<file path="config.mk">
export PLATFORM = sky130hd
export DESIGN_NAME = gcd_stein_flat
export DESIGN_NICKNAME = d
export VERILOG_FILES = /design/src/rtl/gcd_pkg.sv /design/src/rtl/gcd_stein_if.sv /design/src/rtl/gcd_stein_step.sv /design/src/rtl/gcd_stein.sv /design/src/flat_wrapper.sv
export SDC_FILE = /design/constraint.sdc
export NUM_CORES = 1
export LEC_CHECK = 0
export CAP_MARGIN = 20
export CORE_UTILIZATION = 55
export DETAILED_ROUTE_END_ITERATION = 10
export PLACE_DENSITY_LB_ADDON = 0.15
export SETUP_SLACK_MARGIN = 0.05
export SYNTH_ARGS = -nofsm -noshare
export SYNTH_HDL_FRONTEND = slang
export SYNTH_HIERARCHICAL = 1
export SYNTH_SLANG_ARGS = --single-unit
</file>
<file path="constraint.sdc">
create_clock -name clk -period 4.9 [get_ports clk]
set_input_delay 0.735 -clock clk [delete_from_list [all_inputs] [get_ports clk]]
set_output_delay 0.735 -clock clk [all_outputs]
set_load 0.02 [all_outputs]
</file>
<file path="src/rtl/gcd_pkg.sv">
// Shared types and helpers for the binary (Stein) GCD engine.
package gcd_pkg;

  // Engine control states.
  typedef enum logic [1:0] {
    IDLE   = 2'd0,
    SHIFT  = 2'd1,
    REDUCE = 2'd2,
    DONE   = 2'd3
  } gcd_state_e;

  // Smallest counter width whose range exceeds the worst-case latency 3*width+2.
  function automatic int min_cnt_w(input int width);
    int w;
    w = 1;
    while ((64'd1 << w) <= 64'(3 * width + 2)) begin
      w = w + 1;
    end
    return w;
  endfunction

endpackage

</file>
<file path="src/rtl/gcd_stein_if.sv">
// Operand/result valid-ready channel of the GCD engine.
interface gcd_stein_if #(
  parameter int WIDTH = 32,
  parameter int CNT_W = 8
);

  logic             in_valid;
  logic             in_ready;
  logic [WIDTH-1:0] opa;
  logic [WIDTH-1:0] opb;
  logic             out_valid;
  logic             out_ready;
  logic [WIDTH-1:0] result;
  logic [CNT_W-1:0] cycles;

  // Producer/consumer side.
  modport master (
    output in_valid, opa, opb, out_ready,
    input  in_ready, out_valid, result, cycles
  );

  // Engine side.
  modport slave (
    input  in_valid, opa, opb, out_ready,
    output in_ready, out_valid, result, cycles
  );

endinterface

</file>
<file path="src/rtl/gcd_stein_step.sv">
// One binary-GCD reduction step: halve whichever operand is even, otherwise
// replace the larger one by half the difference. Purely combinational.
module gcd_stein_step #(
  parameter int WIDTH = 32
) (
  input  logic [WIDTH-1:0] a,
  input  logic [WIDTH-1:0] b,
  output logic [WIDTH-1:0] a_nxt,
  output logic [WIDTH-1:0] b_nxt,
  output logic             zero
);

  // Apply the first matching reduction rule; the larger value is always the minuend.
  always_comb begin
    a_nxt = a;
    b_nxt = b;
    if (a[0] == 1'b0) begin
      a_nxt = a >> 1'b1;
    end else if (b[0] == 1'b0) begin
      b_nxt = b >> 1'b1;
    end else if (a >= b) begin
      a_nxt = (a - b) >> 1'b1;
    end else begin
      b_nxt = (b - a) >> 1'b1;
    end
  end

  assign zero = (a_nxt == '0);

endmodule

</file>
<file path="src/rtl/gcd_stein.sv">
// Binary GCD engine with valid/ready on both sides and a per-computation
// cycle counter. One reduction step per clock, one computation in flight.
module gcd_stein
  import gcd_pkg::*;
#(
  parameter int WIDTH = 32,
  parameter int CNT_W = 8
) (
  input logic        clk,
  input logic        resetn,
  gcd_stein_if.slave bus
);

  localparam int K_W = $clog2(WIDTH);

  if (WIDTH < 2) begin : g_width_check
    $error("gcd_stein: WIDTH must be at least 2");
  end

  if (CNT_W < min_cnt_w(WIDTH)) begin : g_cnt_w_check
    $error("gcd_stein: CNT_W too small to hold the worst-case cycle count");
  end

  gcd_state_e       state_r, state_s;
  logic [WIDTH-1:0] a_r, a_s, b_r, b_s;
  logic [K_W-1:0]   k_r, k_s;
  logic [CNT_W-1:0] cnt_r, cnt_s, cnt_inc_s;
  logic [WIDTH-1:0] result_r, result_s;
  logic [CNT_W-1:0] cycles_r, cycles_s;
  logic             in_ready_r, out_valid_r;
  logic [WIDTH-1:0] a_step_s, b_step_s;
  logic             zero_step_s;

  gcd_stein_step #(.WIDTH(WIDTH)) u_step (
    .a     (a_r),
    .b     (b_r),
    .a_nxt (a_step_s),
    .b_nxt (b_step_s),
    .zero  (zero_step_s)
  );

  // Saturating increment of the cycle counter.
  always_comb begin
    cnt_inc_s = cnt_r;
    if (cnt_r == {CNT_W{1'b1}}) begin
      cnt_inc_s = cnt_r;
    end else begin
      cnt_inc_s = cnt_r + CNT_W'(1);
    end
  end

  // Next-state and datapath update for each engine state.
  always_comb begin
    state_s  = state_r;
    a_s      = a_r;
    b_s      = b_r;
    k_s      = k_r;
    cnt_s    = cnt_r;
    result_s = result_r;
    cycles_s = cycles_r;
    case (state_r)
      IDLE: begin
        if (bus.in_valid && in_ready_r) begin
          a_s   = bus.opa;
          b_s   = bus.opb;
          k_s   = '0;
          cnt_s = CNT_W'(1);
          if ((bus.opa == '0) || (bus.opb == '0)) begin
            state_s  = DONE;
            result_s = bus.opa | bus.opb;
            cycles_s = CNT_W'(1);
          end else begin
            state_s = SHIFT;
          end
        end else begin
          state_s = IDLE;
        end
      end
      SHIFT: begin
        cnt_s = cnt_inc_s;
        if ((a_r[0] == 1'b0) && (b_r[0] == 1'b0)) begin
          a_s = a_r >> 1'b1;
          b_s = b_r >> 1'b1;
          k_s = k_r + K_W'(1);
        end else begin
          state_s = REDUCE;
        end
      end
      REDUCE: begin
        cnt_s = cnt_inc_s;
        a_s   = a_step_s;
        b_s   = b_step_s;
        if (zero_step_s) begin
          state_s  = DONE;
          result_s = b_step_s << k_r;
          cycles_s = cnt_inc_s;
        end else begin
          state_s = REDUCE;
        end
      end
      DONE: begin
        if (bus.out_ready) begin
          state_s = IDLE;
        end else begin
          state_s = DONE;
        end
      end
      default: begin
        state_s = IDLE;
      end
    endcase
  end

  // FSM state register.
  always_ff @(posedge clk or negedge resetn) begin
    if (!resetn) begin
      state_r <= IDLE;
    end else begin
      state_r <= state_s;
    end
  end

  // Datapath, counter and registered handshake outputs.
  always_ff @(posedge clk or negedge resetn) begin
    if (!resetn) begin
      a_r         <= '0;
      b_r         <= '0;
      k_r         <= '0;
      cnt_r       <= '0;
      result_r    <= '0;
      cycles_r    <= '0;
      in_ready_r  <= 1'b0;
      out_valid_r <= 1'b0;
    end else begin
      a_r         <= a_s;
      b_r         <= b_s;
      k_r         <= k_s;
      cnt_r       <= cnt_s;
      result_r    <= result_s;
      cycles_r    <= cycles_s;
      in_ready_r  <= (state_s == IDLE);
      out_valid_r <= (state_s == DONE);
    end
  end

  assign bus.in_ready  = in_ready_r;
  assign bus.out_valid = out_valid_r;
  assign bus.result    = result_r;
  assign bus.cycles    = cycles_r;

endmodule

</file>
<file path="src/flat_wrapper.sv">
// flat-port wrapper written by rule: the top's interface ports become plain ports
module gcd_stein_flat import gcd_pkg::*;
#(
  parameter int WIDTH = 32,
  parameter int CNT_W = 8
)
  (clk, resetn, bus_in_valid, bus_opa, bus_opb, bus_out_ready, bus_in_ready, bus_out_valid, bus_result, bus_cycles);
  gcd_stein_if #(.WIDTH(WIDTH), .CNT_W(CNT_W)) bus_i ();
  input logic clk;
  input logic resetn;
  input wire logic [$bits(bus_i.in_valid)-1:0] bus_in_valid;
  input wire logic [$bits(bus_i.opa)-1:0] bus_opa;
  input wire logic [$bits(bus_i.opb)-1:0] bus_opb;
  input wire logic [$bits(bus_i.out_ready)-1:0] bus_out_ready;
  output wire logic [$bits(bus_i.in_ready)-1:0] bus_in_ready;
  output wire logic [$bits(bus_i.out_valid)-1:0] bus_out_valid;
  output wire logic [$bits(bus_i.result)-1:0] bus_result;
  output wire logic [$bits(bus_i.cycles)-1:0] bus_cycles;
  assign bus_i.in_valid = bus_in_valid;
  assign bus_i.opa = bus_opa;
  assign bus_i.opb = bus_opb;
  assign bus_i.out_ready = bus_out_ready;
  assign bus_in_ready = bus_i.in_ready;
  assign bus_out_valid = bus_i.out_valid;
  assign bus_result = bus_i.result;
  assign bus_cycles = bus_i.cycles;
  gcd_stein #(.WIDTH(WIDTH), .CNT_W(CNT_W)) u_core (.clk(clk), .resetn(resetn), .bus(bus_i));
endmodule
</file>
* Yosys cells after proc, flatten, opt, wreduce, memory -nomap -nowiden *
Index checks and enable logic that the tools add are counted.

word-level totals
  register bits = 121
  bits of input ports = 68
  output and inout bits = 42
  logic and storage cells = 76

operators by class
  $add $sub $neg = 4
  order comparisons = 1
  equal/unequal tests = 9
  shift operators = 1
  mux-type cells = 32
  bitwise logic cells = 3
  reduce and logical (&&, ||, !) cells = 17

operator list
  operator                                                                  number
  32-bit 2-to-1 mux                                                         13
  32-bit case mux with 3 select lines                                       2
  32-bit logical NOT                                                        3
  32-bit case mux with 2 select lines                                       1
  32-bit subtractor                                                         2
  8-bit 2-to-1 mux                                                          5
  32-bit >= comparator                                                      1
  32-bit bitwise OR                                                         1
  8-bit case mux with 2 select lines                                        2
  32-bit by 5-bit left shift with 32-bit output                             1
  5-bit 2-to-1 mux                                                          2
  5-bit case mux with 2 select lines                                        1
  8-bit by 1-bit adder with 8-bit output (second input constant)            1
  8-bit equality test (second input constant)                               1
  2-bit 2-to-1 mux                                                          4
  2-bit case mux with 4 select lines                                        1
  2-bit equality test (second input constant)                               3
  2-bit by 1-bit inequality test with 1-bit output (second input constant)  3
  3-bit AND reduction                                                       2
  2-bit nonzero test                                                        3
  5-bit by 1-bit adder with 5-bit output (second input constant)            1
  2-bit logical NOT                                                         2
  4-bit AND reduction                                                       1
  3-bit nonzero test                                                        1
  other kinds (8)                                                           10

* Depth between registers and ports, before layout *
  depth in word-level cells = 8
  mapped depth = 24
  gate-level depth less buffers = 19

* Hierarchy *
The synthesis kept the hierarchy.

modules (own cells, without submodules)
  module          times used  cells an instance  area each (um2)  sequential area each (um2)
  gcd_stein       1           815                7887.6           3027.9
  gcd_stein_step  1           764                5024.8           0.0

* Worst setup path after synthesis *
No wires, ideal clock.

  path type = reg-to-reg
  from = register u_core.a_r[0]
  to = register u_core.result_r[22] (netlist: u_core/bus.result[22])
  arrival time = 4963 ps
  data required time = 4775 ps
  slack = -188 ps
  cell stages (with the launch flop) = 24
  path buffers = 5
  clock period less this slack = 5088 ps
  cell sequence = dfrtp_1 -> clkbuf_1 -> inv_1 -> clkbuf_1 -> clkbuf_1 -> ha_1 -> fa_1 -> nor2b_1 -> o21ai_2 -> and4b_4 -> o22ai_2 -> a21o_1 -> buf_6 -> nor2_4 -> a31oi_1 -> or3b_1 -> nor4_2 -> nand4_1 -> nor4_2 -> mux2i_1 -> nor2_1 -> nand2_2 -> buf_2 -> mux2_2

between the ends
  cells in the longest elaborated chain, start to end = 7

ends and longest elaborated chain
  item                                                              RTL line                                    source
  start: declaration                                                gcd_stein.sv:25                             logic [WIDTH-1:0] a_r, a_s, b_r, b_s;
  start signal: assignment                                          gcd_stein.sv:135                            a_r <= a_s;
  32-bit subtractor / 32-bit >= comparator (equally long branches)  gcd_stein_step.sv:22, gcd_stein_step.sv:21
  32-bit 2-to-1 mux                                                 gcd_stein_step.sv:21                        end else if (a >= b) begin
  32-bit 2-to-1 mux                                                 gcd_stein_step.sv:19                        end else if (b[0] == 1'b0) begin
  32-bit 2-to-1 mux (*)                                             gcd_stein_step.sv:17                        if (a[0] == 1'b0) begin
  32-bit logical NOT (*)                                            gcd_stein_step.sv:28                        assign zero = (a_nxt == '0);
  net u_core.zero_step_s                                            gcd_stein.sv:32                             logic zero_step_s;
  2-bit inequality test (no source line) (*)                        --
  4-bit AND reduction (no source line) (*)                          --
  end signal: assignment                                            gcd_stein.sv:139                            result_r <= result_s;
  end: declaration                                                  gcd_stein.sv:28                             logic [WIDTH-1:0] result_r, result_s;

The timed path passes the listed nets; every way through them passes the cells marked *. The select of a mux whose other input is x is not followed.
A chain may end at the register's enable or synchronous reset.

* Final worst setup path *
  from = register u_core.b_r[7]
  to = register u_core.result_r[8] (netlist: u_core/bus.result[8])

between the ends
  cells in the longest elaborated chain, start to end = 7

ends and longest elaborated chain
  item                                                              RTL line                                    source
  start: declaration                                                gcd_stein.sv:25
  start signal: assignment                                          gcd_stein.sv:136                            b_r <= b_s;
  32-bit subtractor / 32-bit >= comparator (equally long branches)  gcd_stein_step.sv:22, gcd_stein_step.sv:21
  32-bit 2-to-1 mux (*)                                             gcd_stein_step.sv:21
  32-bit 2-to-1 mux (*)                                             gcd_stein_step.sv:19
  32-bit 2-to-1 mux (*)                                             gcd_stein_step.sv:17
  net u_core.a_step_s[24]                                           gcd_stein.sv:31                             logic [WIDTH-1:0] a_step_s, b_step_s;
  32-bit logical NOT (*)                                            gcd_stein_step.sv:28
  net u_core.zero_step_s                                            gcd_stein.sv:32
  2-bit inequality test (no source line) (*)                        --
  4-bit AND reduction (no source line) (*)                          --

Marked as above.

==> report_table.html <==
<table>
<tr><th>Metric</th><th>Value</th></tr>
<tr><th colspan="2">Yosys</th></tr>
<tr><td>Sequential share of the synthesized area</td><td>0.2345</td></tr>
<tr><td>Post-synthesis sequential element count</td><td>between 100 and 150</td></tr>
<tr><td>Cells after synthesis</td><td>1579</td></tr>
<tr><td>Netlist area before placement</td><td>12910 um2</td></tr>
<tr><td>Post-Synthesis Net Count</td><td>1720</td></tr>
<tr><td>Fraction of registers with async set or reset after synthesis</td><td>1.000</td></tr>
<tr><td>Number of distinct library cells after synthesis</td><td>slightly above 90</td></tr>
<tr><td>Number of flops mapped to enable cells by yosys</td><td>0</td></tr>
<tr><td>Per-instance average area after synthesis</td><td>8.178 um2</td></tr>
<tr><td>Warning count from the yosys run</td><td>6</td></tr>
<tr><td>Top_reg_cell synth</td><td>sky130_fd_sc_hd__dfrtp_1</td></tr>
<tr><th colspan="2">Route</th></tr>
<tr><td>First-pass iteration count of the detailed router</td><td>6</td></tr>
<tr><td>Number of DRC markers in iteration 0</td><td>roughly 2300</td></tr>
<tr><td>Post-route antenna net violation count</td><td>0</td></tr>
<tr><td>Final Routed Wirelength</td><td>50240 um</td></tr>
<tr><td>Total vias in the final route</td><td>14124</td></tr>
<tr><td>Via count normalized by instance count</td><td>6.880</td></tr>
<tr><td>Post-route DRC</td><td>0</td></tr>
<tr><td>Post-detailed-route wirelength per cell</td><td>24.47 um</td></tr>
<tr><th colspan="2">Critical path</th></tr>
<tr><td>Crit. End Element</td><td>flop</td></tr>
<tr><td>Start of the worst register-to-register path</td><td>u_core/b_r[7]</td></tr>
<tr><td>Critical R2R Capture</td><td>u_core/bus.result[8]</td></tr>
<tr><td>Largest incremental delay on the critical path</td><td>about 0.56 ns</td></tr>
<tr><td>Crit path capture</td><td>u_core/bus.result[8]</td></tr>
<tr><td>Critical Path Start Type</td><td>flop</td></tr>
<tr><td>R2R Setup Slk</td><td>0.23 ns</td></tr>
<tr><td>Crit. Startpoint</td><td>u_core/b_r[7]</td></tr>
<tr><td>Most frequent CP cell</td><td>sky130_fd_sc_hd__buf_4</td></tr>
<tr><td>Worst-case reg-to-reg path depth</td><td>19</td></tr>
<tr><td>Arrival time worst endpoint</td><td>4.97 ns</td></tr>
<tr><td>WS Path Type</td><td>flop to flop</td></tr>
<tr><td>CP Cell Sequence</td><td>ha_1 -&gt; buf_4 -&gt; nand3_1 -&gt; a21oi_2 -&gt; o21ai_4 -&gt; o21ai_4 -&gt; buf_4 -&gt; nor3_1 -&gt; nor3_1 -&gt; xnor2_1 -&gt; o21ai_1 -&gt; or4_4 -&gt; nor4_4 -&gt; buf_4 -&gt; mux2i_1 -&gt; nor2_2 -&gt; nand2_2 -&gt; buf_12 -&gt; mux2_2</td></tr>
<tr><td>Worst path slowest cell</td><td>sky130_fd_sc_hd__or4_4</td></tr>
<tr><td>Critical path peak fanout</td><td>30</td></tr>
<tr><td>Crit path required time</td><td>5.20 ns</td></tr>
<tr><th colspan="2">Timing</th></tr>
<tr><td>Final-report hold violation count</td><td>0</td></tr>
<tr><td>Worst Max-Slew Pin Slew</td><td>1.232 ns</td></tr>
<tr><td>Minimum hold slack</td><td>0.4074 ns</td></tr>
<tr><td>Max-slew violations</td><td>0</td></tr>
<tr><td>Max-Slew Margin vs Limit</td><td>0.1670</td></tr>
<tr><td>Worst-case clock skew</td><td>0.01002 ns</td></tr>
<tr><td>Achievable frequency</td><td>0.2140 GHz</td></tr>
<tr><td>Setup repair after global routing missed its margin</td><td>false</td></tr>
<tr><td>Min cycle time layout</td><td>4.674 ns</td></tr>
<tr><td>Portion of the clock cycle consumed by the worst path in the final layout</td><td>0.9538</td></tr>
<tr><td>Finish-stage setup viols</td><td>0</td></tr>
<tr><th colspan="2">Final layout</th></tr>
<tr><td>Layout cell share with drive strength beyond 1</td><td>0.2052</td></tr>
<tr><td>Ant. Diodes</td><td>0</td></tr>
<tr><td>Signed area change from the synthesized netlist to the final layout</td><td>23.11%</td></tr>
<tr><td># nets final</td><td>1868</td></tr>
<tr><th colspan="2">Floorplan</th></tr>
<tr><td>Initial cell density of the core</td><td>0.5652</td></tr>
<tr><td>Core region area</td><td>22850 um2</td></tr>
<tr><td>DIE AREA</td><td>24090 um2</td></tr>
<tr><td>DIE HEIGHT</td><td>155.2 um</td></tr>
<tr><td>Number of top-level design ports</td><td>110</td></tr>
<tr><td>Number of placement rows</td><td>55</td></tr>
<tr><td>Die width</td><td>between 150 and 200 um</td></tr>
<tr><th colspan="2">Global route</th></tr>
<tr><td>Global Route Usage Sum</td><td>0.4188</td></tr>
<tr><td>Maximum number of pins on one net before global-route repair</td><td>74</td></tr>
<tr><td>Overflow left after global routing</td><td>0</td></tr>
<tr><td>Global-route wire length before repair</td><td>77110 um</td></tr>
<tr><td>Via count of the first global-routing pass</td><td>between 10000 and 15000</td></tr>
<tr><td>Number of antenna violations at the first check in global routing</td><td>0</td></tr>
<tr><th colspan="2">Clock network</th></tr>
<tr><td>TritonCTS sink count</td><td>~120</td></tr>
<tr><td>Buffers from clock root to sink, at most</td><td>2</td></tr>
<tr><td>Number of CTS-inserted buffers</td><td>17</td></tr>
<tr><td>Cell chosen for the clock root</td><td>sky130_fd_sc_hd__clkbuf_16</td></tr>
<tr><td>Maximum level of the CTS H-tree</td><td>4</td></tr>
<tr><td>CTS tree</td><td>done</td></tr>
<tr><td>Skew-Pair Late Insertion Delay</td><td>between 0.4 and 0.5 ns</td></tr>
<tr><td>Reg clk slew, reported paths</td><td>~0.06 ns</td></tr>
<tr><th colspan="2">Worst hold path</th></tr>
<tr><td>Tightest Hold Check Type</td><td>primary input to async pin</td></tr>
<tr><th colspan="2">Placement</th></tr>
<tr><td>Global placer's final weighted congestion</td><td>1.087</td></tr>
<tr><td>Port Buffers</td><td>109</td></tr>
<tr><td>Post-DP HPWL</td><td>37690 um</td></tr>
<tr><th colspan="2">Status</th></tr>
<tr><td>Run status</td><td>finished clean</td></tr>
<tr><th colspan="2">Run</th></tr>
<tr><td>Max_cap viols</td><td>0</td></tr>
</table>
flip-flops by register name, indices dropped and copies added, names as in the netlist:
register,cells
u_core/bus.result,32
u_core/bus.in_ready,1
u_core/bus.cycles,8
u_core/a_r,32
u_core/state_r,2
u_core/cnt_r,8
u_core/b_r,32
u_core/bus.out_valid,1
u_core/k_r,5
synth_stat cells, drive strengths merged, types with 5 or more instances:
| library cell | instances | share of area |
|---|---|---|
| nor2 | 178 | 0.052 |
| nand2 | 151 | 0.044 |
| dfrtp | 121 | 0.23 |
| a21oi | 89 | 0.037 |
| inv | 80 | 0.023 |
| o21ai | 79 | 0.033 |
| clkbuf | 78 | 0.023 |
| ha | 71 | 0.069 |
| o31ai | 70 | 0.041 |
| a221oi | 69 | 0.048 |
| mux2 | 50 | 0.044 |
| buf | 48 | 0.022 |
| o22ai | 44 | 0.022 |
| xnor2 | 36 | 0.024 |
| a21o | 34 | 0.020 |
| mux4 | 31 | 0.055 |
| nor4 | 26 | 0.014 |
| a22oi | 25 | 0.016 |
| xor2 | 25 | 0.017 |
| a31oi | 23 | 0.011 |
| mux2i | 21 | 0.016 |
| nand4 | 21 | 0.010 |
| nand3 | 18 | 0.0070 |
| nor3 | 17 | 0.0070 |
| nand2b | 14 | 0.0068 |
| o211ai | 13 | 0.0076 |
| o221ai | 12 | 0.0086 |
| and3 | 9 | 0.0044 |
| o21a | 9 | 0.0052 |
| o21bai | 9 | 0.0052 |
| nor2b | 8 | 0.0041 |
| a211oi | 7 | 0.0045 |
| o32a | 7 | 0.0057 |
| or2 | 7 | 0.0034 |
| or3 | 7 | 0.0038 |
| a211o | 6 | 0.0041 |
| a21boi | 5 | 0.0029 |
| a2bb2oi | 5 | 0.0034 |
| and2 | 5 | 0.0026 |
worst min-delay path by stage:
stage | cells after the start | slack [ns] | startpoint | end
CTS | 1 | 0.43 | resetn | u_core/state_r[0]
finish | 1 | 0.41 | resetn | u_core/state_r[0]
detailed placement | 1 | 0.48 | u_core/bus.cycles[3] | u_core/bus.cycles[3]
global placement | 1 | 0.48 | u_core/bus.cycles[3] | u_core/bus.cycles[3]
global route | 1 | 0.46 | resetn | u_core/state_r[0]
floorplan | 0 | 0.44 | resetn | u_core/a_r[0]
cell type report:
| cell class | instances | area [um2] |
|---|---|---|
| fillers | 1915 | 6950 |
| well taps | 313 | 391.6 |
| multi-input cells | 1252 | 9298 |
| inverters | 80 | 300.3 |
| flip-flops and latches | 121 | 3040 |
| clock buffers | 20 | 446.7 |
| clock inverters | 12 | 197.7 |
| repair buffers | 255 | 2222 |
worst max-delay path: cells and delay by family, from the launching register on:
family | cells | cell delay [ns]
AOI/OAI and AO/OA | 4 | 0.83
xor gates and xnor gates | 1 | 0.19
adders and majority gates | 1 | 0.43
buffers and inverters | 4 | 0.75
DFF | 1 | 0.44
muxes | 2 | 0.37
and+or+nand+nor | 7 | 1.49
cells in the final DEF, fill, tap and decap left out, types with 8 or more instances in the layout:
master,netlist,layout
sky130_fd_sc_hd__dfrtp_2,0,10
sky130_fd_sc_hd__nand4_1,21,21
sky130_fd_sc_hd__nand3_1,18,18
sky130_fd_sc_hd__clkbuf_16,0,17
sky130_fd_sc_hd__o31ai_1,70,67
sky130_fd_sc_hd__inv_1,78,78
sky130_fd_sc_hd__mux4_2,28,28
sky130_fd_sc_hd__xor2_1,25,24
sky130_fd_sc_hd__o21ai_1,3,11
sky130_fd_sc_hd__a21o_1,33,32
sky130_fd_sc_hd__o21ai_0,70,60
sky130_fd_sc_hd__nor4_1,23,21
sky130_fd_sc_hd__a31oi_1,23,22
sky130_fd_sc_hd__ha_1,71,55
sky130_fd_sc_hd__a21oi_1,86,82
sky130_fd_sc_hd__clkdlybuf4s50_1,0,108
sky130_fd_sc_hd__xnor2_1,36,36
sky130_fd_sc_hd__and3_1,9,8
sky130_fd_sc_hd__nand2b_1,14,14
sky130_fd_sc_hd__o211ai_1,13,13
sky130_fd_sc_hd__nand2_1,150,149
sky130_fd_sc_hd__a221oi_1,66,65
sky130_fd_sc_hd__o221ai_1,11,10
sky130_fd_sc_hd__mux2_2,50,50
sky130_fd_sc_hd__nor3_1,16,16
sky130_fd_sc_hd__nor2_1,177,175
sky130_fd_sc_hd__ha_2,0,9
sky130_fd_sc_hd__mux2i_1,21,20
sky130_fd_sc_hd__dfrtp_1,121,111
sky130_fd_sc_hd__o22ai_1,43,43
sky130_fd_sc_hd__o21bai_1,9,9
sky130_fd_sc_hd__buf_4,9,144
sky130_fd_sc_hd__a22oi_1,24,22
sky130_fd_sc_hd__o21a_1,9,9
repair_timing:
action | in CTS | in global routing
hold buffers | 0 | 0
resized for setup | 5 | 65
endpoints found under the setup margin | 36 | 43
setup buffers | 4 | 8
hold endpoints to repair | 0 | 0
cloned | 0 | 0
pin swaps | 3 | 16
cell families (layout without fill, tap and decap cells):
| group | count (synthesis) | count (layout) | share of synthesized area |
|---|---|---|---|
| compound gates | 537 | 537 | 0.2972 |
| xor+xnor | 61 | 61 | 0.04138 |
| fa+ha+maj | 73 | 73 | 0.07190 |
| buf+inv | 206 | 367 | 0.06831 |
| flops | 121 | 121 | 0.2345 |
| mux | 102 | 102 | 0.1148 |
| simple gates | 479 | 479 | 0.1719 |
metal layers:
layer,GRT usage,wire [um]
met1,0.5940,20760
met2,0.5995,20710
met3,0.1011,6261
met4,0.1947,2515
met5,0,0
stage by stage:
stage          area, um2  setup WS (ns)  setup TNS (ns)  std cells  utilization
6_report           15900         0.2262               0       2053       0.6958
5_1_grt            15900        0.03873               0       2053       0.6958
4_1_cts            15570        0.04366               0       2045       0.6816
3_5_place_dp       14880       -0.02015        -0.03204       2009       0.6514
3_3_place_gp       14880        0.07537               0       2009       0.6514
2_1_floorplan      12920        0.03548               0       1579            -
Power is left out: the tool's default activity adds up to more than one toggle a clock period on the data nets, which glitch-free logic cannot reach.
